`config.mk`:
```
export PLATFORM = sky130hd
export DESIGN_NAME = rx_block_sync
export DESIGN_NICKNAME = d
export VERILOG_FILES = /design/src/rtl/rx_block_sync.sv
export SDC_FILE = /design/constraint.sdc
export NUM_CORES = 1
export LEC_CHECK = 0
export BUFFER_PORTS_ARGS = -buffer_cell sky130_fd_sc_hd__clkbuf_2
export CORE_UTILIZATION = 50
export CTS_CLUSTER_SIZE = 25
export DETAILED_ROUTE_END_ITERATION = 8
export GPL_TIMING_DRIVEN = 0
export PLACE_DENSITY = 0.76
export SKIP_LAST_GASP = 1
export SYNTH_ARGS = -nofsm -noshare
export SYNTH_HDL_FRONTEND = slang
export SYNTH_SLANG_ARGS = --single-unit
```
`constraint.sdc`:
```
create_clock -name clk -period 3.3 [get_ports clk]
set_clock_uncertainty 0.1 [all_clocks]
set_input_delay 0.165 -clock clk [delete_from_list [all_inputs] [get_ports clk]]
set_output_delay 0.165 -clock clk [all_outputs]
set_load 0.05 [all_outputs]
```
`src/rtl/rx_block_sync.sv`:
```
// 64b/66b receive block synchronizer with self-synchronizing descrambler (1 + x^39 + x^58).
// Hunts sync-header alignment via gearbox slips and forwards descrambled blocks only while locked.
module rx_block_sync #(
  parameter int PCS_DATA_WIDTH = 66,
  parameter int LOCK_CNT       = 64,
  parameter int BAD_SH_MAX     = 16,
  parameter int SLIP_WAIT      = 4
) (
  input  logic                      clk,
  input  logic                      rst,
  input  logic [PCS_DATA_WIDTH-1:0] rx_data_in,
  input  logic                      rx_valid_in,
  output logic [PCS_DATA_WIDTH-1:0] encoded_data_out,
  output logic                      encoded_valid_out,
  output logic                      slip_out,
  output logic                      block_lock
);

  localparam int PW     = PCS_DATA_WIDTH - 2;
  localparam int SH_W   = $clog2(LOCK_CNT + 1);
  localparam int BAD_W  = $clog2(BAD_SH_MAX + 1);
  localparam int WAIT_W = $clog2(SLIP_WAIT + 1);

  localparam logic [SH_W-1:0]   SH_LAST   = SH_W'(LOCK_CNT - 1);
  localparam logic [SH_W-1:0]   SH_ONE    = SH_W'(1);
  localparam logic [BAD_W-1:0]  BAD_LAST  = BAD_W'(BAD_SH_MAX - 1);
  localparam logic [BAD_W-1:0]  BAD_ONE   = BAD_W'(1);
  localparam logic [WAIT_W-1:0] WAIT_LAST = WAIT_W'(SLIP_WAIT - 1);
  localparam logic [WAIT_W-1:0] WAIT_ONE  = WAIT_W'(1);

  typedef enum logic [1:0] {
    ST_RESET_CNT,
    ST_TEST_SH,
    ST_SLIP,
    ST_SLIP_WAIT
  } state_t;

  state_t              state_q, state_d;
  logic [SH_W-1:0]     sh_cnt_q, sh_cnt_d;
  logic [BAD_W-1:0]    bad_cnt_q, bad_cnt_d;
  logic [WAIT_W-1:0]   wait_cnt_q, wait_cnt_d;
  logic                block_lock_q, block_lock_d;
  logic                slip_q, slip_d;
  logic [57:0]         scr_q, scr_d;
  logic [PCS_DATA_WIDTH-1:0] enc_data_q, enc_data_d;
  logic                enc_valid_q, enc_valid_d;

  logic                hdr_ok;
  logic [PW+57:0]      desc_x;
  logic [PW-1:0]       plain;

  assign hdr_ok = rx_data_in[PCS_DATA_WIDTH-1] ^ rx_data_in[PCS_DATA_WIDTH-2];

  // Descrambled bit i depends on the received bits 39 and 58 positions earlier in wire order.
  always_comb begin
    desc_x = {rx_data_in[PW-1:0], scr_q};
    plain  = '0;
    for (int i = 0; i < PW; i++) begin
      plain[i] = desc_x[58+i] ^ desc_x[19+i] ^ desc_x[i];
    end
  end

  always_comb begin
    state_d      = state_q;
    sh_cnt_d     = sh_cnt_q;
    bad_cnt_d    = bad_cnt_q;
    wait_cnt_d   = wait_cnt_q;
    block_lock_d = block_lock_q;
    slip_d       = 1'b0;
    case (state_q)
      ST_RESET_CNT: begin
        sh_cnt_d   = '0;
        bad_cnt_d  = '0;
        wait_cnt_d = '0;
        state_d    = ST_TEST_SH;
      end
      ST_TEST_SH: begin
        if (rx_valid_in) begin
          if (!block_lock_q) begin
            if (!hdr_ok) begin
              slip_d  = 1'b1;
              state_d = ST_SLIP;
            end else if (sh_cnt_q == SH_LAST) begin
              block_lock_d = 1'b1;
              state_d      = ST_RESET_CNT;
            end else begin
              sh_cnt_d = sh_cnt_q + SH_ONE;
            end
          end else begin
            sh_cnt_d = sh_cnt_q + SH_ONE;
            if (!hdr_ok) begin
              bad_cnt_d = bad_cnt_q + BAD_ONE;
            end
            // Too many bad headers beats a clean window end in the same cycle.
            if (!hdr_ok && bad_cnt_q == BAD_LAST) begin
              block_lock_d = 1'b0;
              slip_d       = 1'b1;
              state_d      = ST_SLIP;
            end else if (sh_cnt_q == SH_LAST) begin
              state_d = ST_RESET_CNT;
            end
          end
        end
      end
      ST_SLIP: begin
        block_lock_d = 1'b0;
        wait_cnt_d   = '0;
        state_d      = ST_SLIP_WAIT;
      end
      ST_SLIP_WAIT: begin
        if (rx_valid_in) begin
          if (wait_cnt_q == WAIT_LAST) begin
            state_d = ST_RESET_CNT;
          end else begin
            wait_cnt_d = wait_cnt_q + WAIT_ONE;
          end
        end
      end
      default: state_d = ST_RESET_CNT;
    endcase
  end

  always_comb begin
    enc_valid_d = rx_valid_in & block_lock_q;
    enc_data_d  = enc_valid_d ? {rx_data_in[PCS_DATA_WIDTH-1:PW], plain} : enc_data_q;
    scr_d       = rx_valid_in ? rx_data_in[PW-1:PW-58] : scr_q;
  end

  always_ff @(posedge clk or negedge rst) begin
    if (!rst) begin
      state_q      <= ST_RESET_CNT;
      sh_cnt_q     <= '0;
      bad_cnt_q    <= '0;
      wait_cnt_q   <= '0;
      block_lock_q <= 1'b0;
      slip_q       <= 1'b0;
      scr_q        <= '0;
      enc_data_q   <= '0;
      enc_valid_q  <= 1'b0;
    end else begin
      state_q      <= state_d;
      sh_cnt_q     <= sh_cnt_d;
      bad_cnt_q    <= bad_cnt_d;
      wait_cnt_q   <= wait_cnt_d;
      block_lock_q <= block_lock_d;
      slip_q       <= slip_d;
      scr_q        <= scr_d;
      enc_data_q   <= enc_data_d;
      enc_valid_q  <= enc_valid_d;
    end
  end

  assign encoded_data_out  = enc_data_q;
  assign encoded_valid_out = enc_valid_q;
  assign slip_out          = slip_q;
  assign block_lock        = block_lock_q;

endmodule

```
==> run_results.csv <==
group,metric,value,unit
outcome,status,"complete, no violations",
global_route,grt_overflow,0,
sta,final_hold_viol_count,0,
synthesis,synth_xor_area_frac,0.1722,
place,dp_hpwl,12520,um
power,p_int,3.366,mW
detailed_routing,ant_nets,0,
detailed_routing,wl_per_cell,19.07,um
sta,slew_violations,0,
cts,cts.sinks,144,
final_layout,final_common_cell,"dfrtp_1",
worst_setup_path,cpMaxStageDelayCell,"clkbuf_1",
worst_setup_path,r2r_slack,0.91,ns
worst_setup_path,crit_arrival,2.63,ns
synthesis,synth_top_area_share,0.5416,
detailed_routing,routed_wirelength,18750,um
synthesis,netlist_top_cells_area,"dfrtp_1 54%, mux2_2 10%, xor2_1 8.6%",
worst_setup_path,cp_slowest_stage_delay,0.74,ns
final_layout,fin_util,0.6860,
synthesis,seq_area_frac_synth,0.5416,
synthesis,synthArstFlopShare,1.000,
place,io_buffers,137,
synthesis,yosys_warnings,0,
die,dieWidth,117.4,um
synthesis,yosysTopAreaCell,"dfrtp_1",
final_layout,final_cell_mix,"144 x dfrtp_1, 136 x clkbuf_2, 76 x nand2_1",
cts,clock_path_buffers,2,
die,core_area,0.01277,mm2
sta,tightest_slew,0.9173,ns
detailed_routing,highest_layer,"met4",
final_layout,fillers,933,
global_route,grt_pass1_vias,5532,
die,start_util,0.5209,
hold_path,hold_class,"primary input to register",
synthesis,ys.flop_type,"dfrtp_1",
synthesis,synth_area,0.006654,mm2
synthesis,syn_avg_cell_area,11.51,um2
cts,postCtsSetupRepairBufs,0,
power,p_switching,1.235,mW
detailed_routing,via_per_inst,5.381,
final_layout,drive_above_1_share,0.2922,
worst_setup_path,cp_num_buf_inv,3,
die,die_y,117.4,um
run,maxCapViolations,0,
sta,grt_setup_unrepaired,"no",
detailed_routing,drt_first_iter_violations,377,
sta,finalSetupViolations,0,
worst_setup_path,crit_type,"register to register",
synthesis,synth-simple-area-share,0.07296,
die,std_cell_rows,41,
synthesis,syn_inst,578,
global_route,grt_max_degree,93,
final_layout,antennaDiodeCount,0,
power,seq_power_share,0.438,
sta,slew_headroom,0.3885,
worst_setup_path,worst-path-max-fanout,10,
final_layout,nNetsFinal,872,
power,p_per_area,525.2,mW/mm2
cts,cts-htree-levels,4,
power,combPwrFrac,0.178,
cts,cts_resized,0,
power,irDropWorstVdd,300.6,uV
final_layout,finalNonFillerCells,983,
place,gp_congestion,0.8409,
detailed_routing,wl_met1,7875,um
cts,holdBufCountCts,63,
synthesis,postSynthNetCount,652,
worst_setup_path,cp-end-kind,"register",
place,placed_cells,888,
worst_setup_path,cp-start-kind,"register",
sta,fin_hold_ws,0.02694,ns
cts,cts_root_buffer,"clkbuf_16",
cts,clock_latency,0.43,ns
worst_setup_path,crit_path_cell_trace,"buf_2, nand2_1, clkbuf_1, clkbuf_1, nand2_1, o21ai_0",
sta,fin_crit,2.393,ns
synthesis,synth_top_family_by_area,"XOR/XNOR gates",
die,io_pins,138,
worst_setup_path,critPathTopFamily,"buffers and inverters",
global_route,grt_pass1_wl,29750,um
sta,min_period_over_period,0.7252,
global_route,antenna_found_initial,0,
synthesis,synth_cell_type_count,39,
power,cellLeakagePower,4.102,nW
cts,clk_pin_slew,0.06,ns
detailed_routing,num_vias,5290,
sta,fmax,417.9,MHz
global_route,grt_usage,0.2891,
synthesis,synth_fa_ha_area_frac,0.009402,
synthesis,synth_edf_count,0,
cts,cts_tree,"yes",
final_layout,area_growth,31.68,%
detailed_routing,met2RoutedLength,9054,um
detailed_routing,drcViolationCount,0,
power,pwr-share-clk,0.384,
worst_setup_path,cp_data_required_time,3.53,ns
detailed_routing,wl_met3,1351,um
power,swShare,0.2685,
power,total_power,4.602,mW
cts,cts_buffers,17,
synthesis,synth_compound_area_frac,0.07935,
die,dieArea,0.01377,mm2
synthesis,synthMuxAreaShare,0.1047,
synthesis,synth_seq_cells,144,
detailed_routing,drt_pass1_iterations,5,
==> flip-flops by register name, indices dropped and copies added (netlist names), named ones only <==
signal	cells
slip_out	1
wait_cnt_q	3
bad_cnt_q	5
block_lock	1
encoded_valid_out	1
encoded_data_out	66
state_q	1
sh_cnt_q	7
scr_q	58
==> kinds of logic (layout without fill, tap and decap cells) <==
family / count (synthesis) / count (layout)
simple gates: 110 / 110
xor+xnor: 130 / 130
flops: 144 / 144
compound gates: 94 / 94
mux: 62 / 62
buf+inv: 33 / 266
fa+ha+maj: 5 / 5
==> cell type report <==
| cell class | count | area (um2) | share of cell area |
|---|---|---|---|
| Buffer | 26 | 105.1 | 0.01199 |
| Clock buffer | 27 | 513.0 | 0.05855 |
| Clock inverter | 5 | 27.53 | 0.003142 |
| Inverter | 7 | 26.28 | 0.002999 |
| Multi-Input combinational cell | 401 | 2919 | 0.3331 |
| Sequential cell | 144 | 3603 | 0.4113 |
| Tap cell | 172 | 215.2 | 0.02456 |
| Timing Repair Buffer | 201 | 1353 | 0.1544 |
==> routing by layer <==
| metal | global-route usage | up-vias |
|---|---|---|
| met5 | 0 | - |
| met4 | 0.1209 | 0 |
| met3 | 0.07344 | 43 |
| met2 | 0.4667 | 230 |
| met1 | 0.3700 | 2629 |
| li1 | - | 2388 |
==> worst paths after layout <==
check | startpoint | endpoint | cells after the start
max reg2reg | block_lock$_DFFE_PN0P_ | encoded_data_out[46]$_DFFE_PN0P_ | 6
min reg2reg | encoded_data_out[7]$_DFFE_PN0P_ | encoded_data_out[7]$_DFFE_PN0P_ | 2
max in group asynchronous | rst | encoded_data_out[28]$_DFFE_PN0P_ | 3
min in group asynchronous | rst | encoded_data_out[52]$_DFFE_PN0P_ | 2
max | block_lock$_DFFE_PN0P_ | encoded_data_out[46]$_DFFE_PN0P_ | 6
min | rx_data_in[2] | encoded_data_out[2]$_DFFE_PN0P_ | 3
==> Yosys cell counts, types with 6 or more instances <==
cell,instances
dfrtp_1,144
clkbuf_1,20
nand2_1,76
buf_2,6
o21ai_0,71
xor2_1,65
xnor2_1,64
inv_1,7
a21oi_1,9
mux2_2,61
==> power by group through the flow <==
stage	clock (mW)	combinational, mW	sequential (mW)
4_1_cts	1.77	0.812	2.01
5_1_grt	1.85	0.902	2.03
6_report	1.77	0.818	2.02
3_3_place_gp	0	0.709	2.03
3_5_place_dp	0	0.747	2.04
2_1_floorplan	0	0.527	2.02
==> stage by stage <==
step / setup slack (ns) / setup TNS [ns] / area (um2)
after floorplan: 1.351 / 0 / 6654
after global placement: -0.3610 / -50.57 / 7555
after detailed placement: 1.010 / 0 / 7591
after CTS: 0.9992 / 0 / 8762
after global routing: 0.8189 / 0 / 8762
final: 0.9069 / 0 / 8762
==> tightest hold or removal path, cell delays in order <==
cell and delay [ns]:
clkbuf_2 0.15, xnor2_1 0.12, o21ai_0 0.07
(Power assumes the default switching activity.)
